$ cat src/rtl/riscv_pkg.sv
// -----------------------------------------------------------------------------
// riscv_pkg
// Shared definitions for the RISC-V pipeline front end.
//   XLEN          : architectural register / address width
//   NOP_INSTR     : canonical NOP (addi x0, x0, 0) used for pipeline bubbles
//   *_LSB/_MSB    : instruction field bit positions used by decode
//   fetch_entry_t : one prefetch slot, the PC and the instruction fetched there
// -----------------------------------------------------------------------------
package riscv_pkg;

  localparam int XLEN = 32;

  localparam logic [XLEN-1:0] NOP_INSTR = 32'h0000_0013;

  localparam int OP_LSB     = 0;
  localparam int OP_MSB     = 6;
  localparam int FUNCT3_LSB = 12;
  localparam int FUNCT3_MSB = 14;
  localparam int FUNCT7_BIT = 30;

  typedef struct packed {
    logic [XLEN-1:0] pc;
    logic [XLEN-1:0] instr;
  } fetch_entry_t;

endpackage

$ cat src/rtl/fetch_fifo.sv
// -----------------------------------------------------------------------------
// fetch_fifo
// DEPTH-entry prefetch buffer. A slot is reserved (and its PC written) when a
// request is accepted; the instruction word is filled in later when the
// response returns. Only filled slots count as occupied and can be popped.
// Popping in the same cycle as a fill with count_o == 0 passes the response
// straight through (the head slot is the one being filled).
//
// Ports
//   clk_i, reset_i  : clock, synchronous active-high reset
//   clear_i         : drop every slot (redirect)
//   reserve_i       : reserve the next slot, storing reserve_pc_i
//   fill_i          : write fill_instr_i into the oldest unfilled slot
//   pop_i           : retire the head slot
//   head_o          : head slot contents (pc always valid once reserved)
//   count_o         : number of filled, not yet popped slots
// -----------------------------------------------------------------------------
module fetch_fifo
  import riscv_pkg::*;
#(
  parameter int DEPTH = 4,
  localparam int PW   = $clog2(DEPTH)
) (
  input  logic            clk_i,
  input  logic            reset_i,
  input  logic            clear_i,
  input  logic            reserve_i,
  input  logic [XLEN-1:0] reserve_pc_i,
  input  logic            fill_i,
  input  logic [XLEN-1:0] fill_instr_i,
  input  logic            pop_i,
  output fetch_entry_t    head_o,
  output logic [PW:0]     count_o
);

  fetch_entry_t mem [DEPTH];

  // Pointers carry one extra wrap bit so full and empty are distinguishable.
  logic [PW:0] res_ptr;
  logic [PW:0] fill_ptr;
  logic [PW:0] rd_ptr;

  // NOTE: sequential state uses non-blocking assignments so every register
  // samples the pre-edge values, independent of statement order.
  always_ff @(posedge clk_i) begin
    if (reset_i || clear_i) begin
      res_ptr  <= '0;
      fill_ptr <= '0;
      rd_ptr   <= '0;
    end else begin
      if (reserve_i) res_ptr  <= res_ptr + 1'b1;
      if (fill_i)    fill_ptr <= fill_ptr + 1'b1;
      if (pop_i)     rd_ptr   <= rd_ptr + 1'b1;
    end
  end

  // NOTE: the storage array is deliberately not reset; the pointers alone
  // decide which slots hold meaningful data.
  always_ff @(posedge clk_i) begin
    if (reserve_i) mem[res_ptr[PW-1:0]].pc    <= reserve_pc_i;
    if (fill_i)    mem[fill_ptr[PW-1:0]].instr <= fill_instr_i;
  end

  assign head_o  = mem[rd_ptr[PW-1:0]];
  assign count_o = fill_ptr - rd_ptr;

endmodule

$ cat src/rtl/fetch_stage.sv
// -----------------------------------------------------------------------------
// fetch_stage
// Instruction-fetch front end: owns the fetch PC, issues in-order requests to
// instruction memory (valid/ready), buffers responses in fetch_fifo and drives
// the F/D register consumed by decode. Handles decode stall/flush and
// execute-stage redirects (redirect wins over stall and flush).
//
// Parameters : RESET_PC (first fetch PC), DEPTH (prefetch entries, pow2 >= 2)
// Ports
//   clk_i, reset_i                 : clock, synchronous active-high reset
//   stall_d_i, flush_d_i           : decode hold / decode bubble
//   pc_src_e_i, pc_target_e_i      : redirect request and target
//   imem_req_valid_o/ready_i/addr_o: fetch request channel
//   imem_rsp_valid_i/data_i        : in-order response, always accepted
//   instr_d_o, pc_d_o, pc_plus4_d_o, valid_d_o : F/D register
//   op_d_o, funct3_d_o, funct7_d_o : decode fields of instr_d_o
// Optional (macro FETCH_PERF_EN):
//   fetch_count_o  : cycles in which F/D loaded a valid instruction
//   bubble_count_o : cycles with !stall_d_i && !valid_d_o
// -----------------------------------------------------------------------------
module fetch_stage
  import riscv_pkg::*;
#(
  parameter logic [XLEN-1:0] RESET_PC = 32'h0000_0000,
  parameter int              DEPTH    = 4
) (
  input  logic            clk_i,
  input  logic            reset_i,
  input  logic            stall_d_i,
  input  logic            flush_d_i,
  input  logic            pc_src_e_i,
  input  logic [XLEN-1:0] pc_target_e_i,
  output logic            imem_req_valid_o,
  input  logic            imem_req_ready_i,
  output logic [XLEN-1:0] imem_req_addr_o,
  input  logic            imem_rsp_valid_i,
  input  logic [XLEN-1:0] imem_rsp_data_i,
  output logic [XLEN-1:0] instr_d_o,
  output logic [XLEN-1:0] pc_d_o,
  output logic [XLEN-1:0] pc_plus4_d_o,
  output logic            valid_d_o,
  output logic [6:0]      op_d_o,
  output logic [2:0]      funct3_d_o,
  output logic            funct7_d_o
`ifdef FETCH_PERF_EN
  ,
  output logic [31:0]     fetch_count_o,
  output logic [31:0]     bubble_count_o
`endif
);

  localparam int PW = $clog2(DEPTH);
  localparam int OW = $clog2(DEPTH + 1);

  logic [XLEN-1:0] pc_f;
  logic [OW-1:0]   outstanding;
  logic [OW-1:0]   drop_count;
  logic [PW:0]     fifo_count;
  fetch_entry_t    head;

  logic            credit_ok;
  logic            req_hs;
  logic            rsp_keep;
  logic            fifo_empty;
  logic            bypass;
  logic            load_valid;
  fetch_entry_t    load_entry;

  // Credit covers both buffered responses and requests still in flight
  // (including ones whose responses will be dropped), so a returning
  // response always has a slot.
  assign credit_ok        = (int'(fifo_count) + int'(outstanding)) < DEPTH;
  assign imem_req_valid_o = !reset_i && !pc_src_e_i && credit_ok;
  assign imem_req_addr_o  = pc_f;
  assign req_hs           = imem_req_valid_o && imem_req_ready_i;

  // A response arriving with a redirect belongs to the old path and is
  // discarded along with the rest.
  assign rsp_keep   = imem_rsp_valid_i && (drop_count == '0) && !pc_src_e_i && !reset_i;
  assign fifo_empty = (fifo_count == '0);
  assign bypass     = rsp_keep && fifo_empty && !stall_d_i;
  assign load_valid = !reset_i && !pc_src_e_i && !flush_d_i && !stall_d_i &&
                      (!fifo_empty || bypass);

  // NOTE: every signal driven here gets a default first so no path leaves it
  // unassigned, which would otherwise infer a latch.
  always_comb begin
    load_entry.pc    = head.pc;
    load_entry.instr = head.instr;
    if (fifo_empty) load_entry.instr = imem_rsp_data_i;
  end

  fetch_fifo #(
    .DEPTH (DEPTH)
  ) u_fifo (
    .clk_i        (clk_i),
    .reset_i      (reset_i),
    .clear_i      (pc_src_e_i),
    .reserve_i    (req_hs),
    .reserve_pc_i (pc_f),
    .fill_i       (rsp_keep),
    .fill_instr_i (imem_rsp_data_i),
    .pop_i        (load_valid),
    .head_o       (head),
    .count_o      (fifo_count)
  );

  // Fetch PC
  always_ff @(posedge clk_i) begin
    if (reset_i)         pc_f <= RESET_PC;
    else if (pc_src_e_i) pc_f <= pc_target_e_i;
    else if (req_hs)     pc_f <= pc_f + 32'd4;
  end

  // Requests in flight and responses still owed to the discarded path
  always_ff @(posedge clk_i) begin
    if (reset_i) begin
      outstanding <= '0;
      drop_count  <= '0;
    end else begin
      case ({req_hs, imem_rsp_valid_i})
        2'b10:   outstanding <= outstanding + OW'(1);
        2'b01:   outstanding <= outstanding - OW'(1);
        default: outstanding <= outstanding;
      endcase
      if (pc_src_e_i)
        drop_count <= outstanding - OW'(imem_rsp_valid_i);
      else if (imem_rsp_valid_i && (drop_count != '0))
        drop_count <= drop_count - OW'(1);
    end
  end

  // F/D register
  always_ff @(posedge clk_i) begin
    if (reset_i) begin
      instr_d_o    <= NOP_INSTR;
      pc_d_o       <= '0;
      pc_plus4_d_o <= 32'd4;
      valid_d_o    <= 1'b0;
    end else if (pc_src_e_i || flush_d_i) begin
      instr_d_o <= NOP_INSTR;
      valid_d_o <= 1'b0;
    end else if (stall_d_i) begin
      valid_d_o <= valid_d_o;
    end else if (load_valid) begin
      instr_d_o    <= load_entry.instr;
      pc_d_o       <= load_entry.pc;
      pc_plus4_d_o <= load_entry.pc + 32'd4;
      valid_d_o    <= 1'b1;
    end else begin
      instr_d_o <= NOP_INSTR;
      valid_d_o <= 1'b0;
    end
  end

  assign op_d_o     = instr_d_o[OP_MSB:OP_LSB];
  assign funct3_d_o = instr_d_o[FUNCT3_MSB:FUNCT3_LSB];
  assign funct7_d_o = instr_d_o[FUNCT7_BIT];

`ifdef FETCH_PERF_EN
  always_ff @(posedge clk_i) begin
    if (reset_i) begin
      fetch_count_o  <= '0;
      bubble_count_o <= '0;
    end else begin
      if (load_valid)              fetch_count_o  <= fetch_count_o + 32'd1;
      if (!stall_d_i && !valid_d_o) bubble_count_o <= bubble_count_o + 32'd1;
    end
  end
`endif

endmodule
$ cat config.mk
export PLATFORM = sky130hd
export DESIGN_NAME = fetch_stage
export DESIGN_NICKNAME = d
export VERILOG_FILES = /design/src/rtl/riscv_pkg.sv /design/src/rtl/fetch_fifo.sv /design/src/rtl/fetch_stage.sv
export SDC_FILE = /design/constraint.sdc
export NUM_CORES = 1
export LEC_CHECK = 0
export ABC_AREA = 1
export BUFFER_PORTS_ARGS = -buffer_cell sky130_fd_sc_hd__buf_2
export CAP_MARGIN = 20
export CORE_UTILIZATION = 41
export DETAILED_ROUTE_END_ITERATION = 8
export HOLD_SLACK_MARGIN = 0.1
export PLACE_DENSITY_LB_ADDON = 0.2
export SETUP_SLACK_MARGIN = 0.3
export SKIP_LAST_GASP = 1
export SLEW_MARGIN = 10
export SYNTH_ARGS = -nofsm -noshare
export SYNTH_HDL_FRONTEND = slang
export SYNTH_SLANG_ARGS = --single-unit
export TNS_END_PERCENT = 20
$ cat constraint.sdc
create_clock -name clk_i -period 3.85 [get_ports clk_i]
set_input_delay 0.1925 -clock clk_i [delete_from_list [all_inputs] [get_ports clk_i]]
set_output_delay 0.1925 -clock clk_i [all_outputs]
set_load 0.05 [all_outputs]
==> impl_metrics.yaml, run 1 <==
status:
  status: "complete, no violations"
timing:
  slew_viol_final: 0
  setup_viol: 0
  finalCriticalPeriod_ps: 3251
  max_freq_mhz: 307.6
  tns_ps: 0
  rsz0062_at_grt: "no"
  slew_headroom_pct: 32.02
  hold_viol_final: 0
  worst_pin_slew_ps: 1020
  fin_crit_sh_pct: 84.44
  holdWs_ps: 173.2
  skew_ps: 20.23
global_route:
  grt_overflow: 0
  grt_pass1_wl_um: 74290
  grt_pass1_vias: 13500
  grtUsageTotal_pct: 21.54
  antenna_found_initial: 0
  grt_max_degree: 111
pwr:
  power_leakage_uw: 0.008985
  p_total_uw: 9789
  combPwrFrac_pct: 8.2
  swShare_pct: 23.98
  pwr-share-seq_pct: 48.3
  pwr-share-clk_pct: 43.4
  p_int_uw: 7442
  switchingPower_uw: 2348
  pwr_density_cell_nw_per_um2: 454.3
  vdd_ir_drop_max_mv: 0.2652
die:
  initial_utilization_pct: 41.65
  rows: 76
  core_um2: 43080
  die_h_um: 211.2
  die_x_um: 211.2
  ioPinCount: 212
  die_area_um2: 44600
synthesis:
  synth_top_cell_by_area: "edfxtp_1"
  synth_ff_type: "edfxtp_1"
  synth-xor-area-share_pct: 1.709
  ys_types: 41
  synth_mux_area_share_pct: 0
  synth_area_leaders: "edfxtp_1 43%, dfxtp_1 16%, nand2_1 12%, a21oi_1 4.5%, nor2_1 4.2%"
  synth-compound-area-share_pct: 10.41
  synth_top_family_by_area: "simple AND/OR/NAND/NOR gates"
  synth_enable_flop_cells: 256
  yosysMostFrequentCell: "nand2_1"
  synthAdderAreaFrac_pct: 1.548
  ys_warn_count: 0
  ys_seq_area_share_pct: 58.80
  yosys.area.top_type_share_pct: 42.85
  avgSynthCellArea_um2: 9.089
  syn-cell-area_um2: 17940
  syn-num-nets: 2066
  netlist_instances: 1974
  synth-simple-area-share_pct: 21.24
  synthTopCellsByCount: "568 x nand2_1, 256 x edfxtp_1, 202 x nor2_1"
  ys_async_sr_fraction_pct: 0
  ys_ff_latch: 399
final_layout:
  layoutNonFillerInstCount: 2834
  layout.nets: 2306
  syn_to_final_growth_pct: 20.11
  fill_cells: 4004
  drive_gt1_share_pct: 15.65
  post-route-util_pct: 50.03
  diodes: 0
placement:
  dp.cells: 2683
  io_buffers: 211
  place_congestion: 0.8695
  dpl.hpwl_um: 30770
route:
  ant_nets: 0
  vias_per_cell: 5.025
  drcViolationCount: 0
  drt_iter0_markers: 942
  wl_per_cell_um: 16.90
  vias: 14240
  drt-total-wl_um: 47910
  dr.pass1.iters: 5
clock_tree:
  clk_latency_ps: 570
  htreeDepth: 2
  post_cts_buffers: 0
  cts.sinks: 399
  cts_buffers: 43
  clk_pin_slew_ps: 60
  tritoncts: "done"
  root_buffer: "clkbuf_16"
  cts_buffer_depth: 3
setup_path:
  worstPathCellList: "inv_1 -> ha_1 -> inv_1 -> fa_1 -> xnor2_2 -> inv_1 -> ha_1 -> nor2_1 -> nand2_1 -> nor3_4 -> nand2_8 -> nor2_1 -> xor2_1 -> a21oi_1 -> dlygate4sd3_1"
  critPathSlowestCell: "dlygate4sd3_1"
  cpPeakStageDelay_ps: 570
  setup.worst_path.end_class: "flop"
  crit_top_cell: "inv_1"
  critPathRequiredTime_ps: 4290
  cp_top_family: "buffers and inverters"
  worstSetupPathType: "flop to flop"
  cp-start-kind: "flop"
  worst_ep_arrival_time_ps: 3690
  critPathBufInv: 4
  path_max_fanout: 18
run:
  max_cap_viol_count: 0
hold_path:
  hp-class: "input pin to flop"
[state kept, by name, indices dropped and copies added (netlist names), named ones only]
name             cells
u_fifo.rd_ptr        3
valid_d_o            1
u_fifo.fill_ptr      3
drop_count           3
imem_req_addr_o     32
u_fifo.res_ptr       2
u_fifo.mem         256
outstanding          3
instr_d_o           32
pc_plus4_d_o        30
pc_d_o              32
[path summary, 6_finish.rpt]
kind	start	end	slack [ps]	cells after the start
max	u_fifo.fill_ptr[0]$_SDFFE_PP0P_	imem_req_addr_o[5]$_SDFFE_PP0P_	600	15
min	reset_i	flop	170	4
max reg2reg	u_fifo.fill_ptr[0]$_SDFFE_PP0P_	imem_req_addr_o[5]$_SDFFE_PP0P_	600	15
min reg2reg	pc_plus4_d_o[2]$_SDFFE_PP1P_	pc_plus4_d_o[2]$_SDFFE_PP1P_	470	2
[power by group through the flow]
stage	Sequential, µW	Combinational [µW]	Clock (µW)
global route	4740	892	4500
global placement	4820	739	0
floorplan	4930	382	0
detailed placement	4820	748	0
finish	4730	807	4250
CTS	4730	809	4360
[cells by family after synthesis]
logic type      Yosys count
simple gates            934
flops                   399
buf+inv                 245
fa+ha+maj                21
xor+xnor                 35
compound gates          340
[cell type report]
type	instances	area [µm²]	area share, %
well taps	585	732.0	3.397
repair buffers	306	1972	9.151
inverters	134	509.2	2.363
clock inverters	22	279.0	1.295
flip-flops and latches	399	10560	48.98
clock buffers	58	1174	5.446
multi-input cells	1330	6329	29.37
[layout by cell type (no fill, tap or decap), drive strengths merged, types with 26 or more instances in the layout]
cell	netlist	layout
clkbuf	31	58
dfxtp	143	143
a22o	29	29
o21ai	123	123
inv	134	134
nand3	110	110
a21oi	162	162
xor2	26	26
edfxtp	256	256
nand2	580	580
dlygate4sd3	0	71
buf	80	235
nor2	219	219
[worst reg2reg max path, cell delays in order, from the launching register on]
cell	delay [ps]
dfxtp_1	330
inv_1	140
ha_1	160
inv_1	50
fa_1	420
xnor2_2	230
inv_1	70
ha_1	170
nor2_1	110
nand2_1	100
nor3_4	230
nand2_8	190
nor2_1	160
xor2_1	150
a21oi_1	70
dlygate4sd3_1	570
[routing by layer]
layer	GRT usage, %	routed length (µm)
met1	31.27	23120
met4	6.872	902
met5	0	0
met2	33.05	21060
met3	3.137	2821
[per-stage QoR]
stage | worst slack, ps | cell area (µm²)
floorplan | 301.1 | 17980
global placement | 494.7 | 19360
detailed placement | 397.6 | 19360
CTS | 363.0 | 21520
global route | 320.9 | 21550
finish | 598.9 | 21550
[what timing repair did]
action	in CTS	in global routing
setup endpoints to repair	0	133
resized for setup	0	3
hold buffers	70	1
hold endpoints to repair	187	1
No activity file was read; power rests on OpenSTA's default activity.
==> inputs of run 2 (changes only) <==
==> constraint.sdc (replaced) <==
create_clock -name clk_i -period 3.3 [get_ports clk_i]
set_input_delay 0.165 -clock clk_i [delete_from_list [all_inputs] [get_ports clk_i]]
set_output_delay 0.165 -clock clk_i [all_outputs]
set_load 0.05 [all_outputs]
==> impl_metrics.yaml, run 2 (synthesis gave the netlist of run 1 again) <==
global_route:
  grt_overflow: 0
  grt_pass1_wl_um: 75730
  grt_max_degree: 87
  grt_pass1_vias: 13760
  antenna_found_initial: 0
  grtUsageTotal_pct: 21.92
pwr:
  pwr_density_cell_nw_per_um2: 514.4
  vdd_ir_drop_max_mv: 0.3469
  power_leakage_uw: 0.009007
final_layout:
  final_common_cell: "nand2_1"
  diodes: 0
  layout.nets: 2316
  mostFrequentLayoutCells: "566 x nand2_1, 256 x edfxtp_1, 211 x buf_2, 193 x nor2_1, 162 x a21oi_1"
  largest_reg_flops: 256
  fill_cells: 4054
  drive_gt1_share_pct: 16.64
  syn_to_final_growth_pct: 20.62
hold_path:
  hp-class: "input pin to flop"
die:
  initial_utilization_pct: 41.65
  rows: 76
  die_area_um2: 44600
  ioPinCount: 212
  core_um2: 43080
  die_x_um: 211.2
  die_h_um: 211.2
timing:
  setup_slack_ps: 480.2
  max_freq_mhz: 354.6
  worst_pin_slew_ps: 755.0
  setup_viol: 0
  finalCriticalPeriod_ps: 2820
  fin_crit_sh_pct: 85.45
  hold_viol_final: 0
  holdWs_ps: 180.6
  rsz0062_at_grt: "no"
  tns_ps: 0
  slew_headroom_pct: 49.67
  skew_ps: 11.76
  slew_viol_final: 0
route:
  dr.pass1.iters: 7
  drt_iter0_markers: 1087
  vias_per_cell: 5.026
  wl_per_cell_um: 16.97
  ant_nets: 0
  drt-total-wl_um: 48260
  vias: 14300
  drcViolationCount: 0
placement:
  io_buffers: 211
  dpl.hpwl_um: 31350
  place_congestion: 0.9098
  dpl_worst_slack_ps: 424.1
setup_path:
  worstSetupPathType: "flop to flop"
  ff2ff_setup_slack_ps: 480
  path_max_fanout: 5
  worst_ep_arrival_time_ps: 3280
  setup.worst_path.end_class: "flop"
  critPathRequiredTime_ps: 3760
  cp-start-kind: "flop"
clock_tree:
  tritoncts: "done"
  htreeDepth: 2
  clk_pin_slew_ps: 60
  cts.sinks: 399
  clk_latency_ps: 580
  cts_buffer_depth: 3
  cts_buffers: 43
  root_buffer: "clkbuf_16"
status:
  status: "complete, no violations"
run:
  max_cap_viol_count: 0
==> run 2: metrics by stage <==
stage	total power [µW]	util [%]	std cells	cell area, µm²
6_report	11130	50.24	2844	21640
2_1_floorplan	6201	-	1974	18040
5_1_grt	11530	50.24	2844	21640
4_1_cts	11220	50.15	2841	21600
3_3_place_gp	6503	45.38	2692	19550
3_5_place_dp	6515	45.38	2692	19550
==> run 2: cell type report <==
class	instances	area (µm²)	share of cell area [%]
sequential	399	10560	48.79
inverter	134	515.5	2.382
multi-input combinational	1330	6360	29.39
tap	585	732.0	3.382
clock buffer	61	1235	5.707
clock inverter	19	127.6	0.5898
timing repair buffer	316	2112	9.760
==> run 2: timing repair <==
action | 4_1_cts | 5_1_grt
hold buffers | 69 | 0
hold endpoints to repair | 199 | 0
setup endpoints to repair | 0 | 11
gates resized for setup | 0 | 7
buffers inserted | 0 | 3
==> run 2: power by group <==
| group | switching [µW] | internal, µW |
|---|---|---|
| Combinational | 654 | 307 |
| Sequential | 111 | 5410 |
| Clock | 1970 | 2680 |
==> run 2: per-layer routing <==
| metal | part of all wire, % | global-route usage (%) | routed length (µm) | up-vias |
|---|---|---|---|---|
| li1 | - | - | - | 7080 |
| met4 | 2.0 | 5.897 | 972 | 0 |
| met2 | 45 | 33.54 | 21510 | 404 |
| met5 | 0 | 0 | 0 | - |
| met1 | 47 | 31.75 | 22700 | 6746 |
| met3 | 6.4 | 4.029 | 3070 | 65 |
==> run 2: worst max-delay path: stages, from the launching register on <==
cell and delay, ps:
dfxtp_2 340, inv_4 80, ha_4 120, inv_2 30
fa_2 340, xnor2_2 200, inv_1 70, ha_2 340
nor3_4 40, nand2_2 100, ha_2 170, inv_2 50
fa_1 380, a21oi_1 160, o21ai_1 100, o21ai_1 130
a21oi_1 60
==> run 2: worst paths after layout <==
kind	startpoint	end	cells after the start
max	u_fifo.fill_ptr[0]$_SDFFE_PP0P_	outstanding[2]$_SDFFE_PP0P_	16
min	reset_i	u_fifo.rd_ptr[0]$_SDFFE_PP0P_	4
max reg2reg	u_fifo.fill_ptr[0]$_SDFFE_PP0P_	outstanding[2]$_SDFFE_PP0P_	16
min reg2reg	pc_plus4_d_o[2]$_SDFFE_PP1P_	pc_plus4_d_o[2]$_SDFFE_PP1P_	2
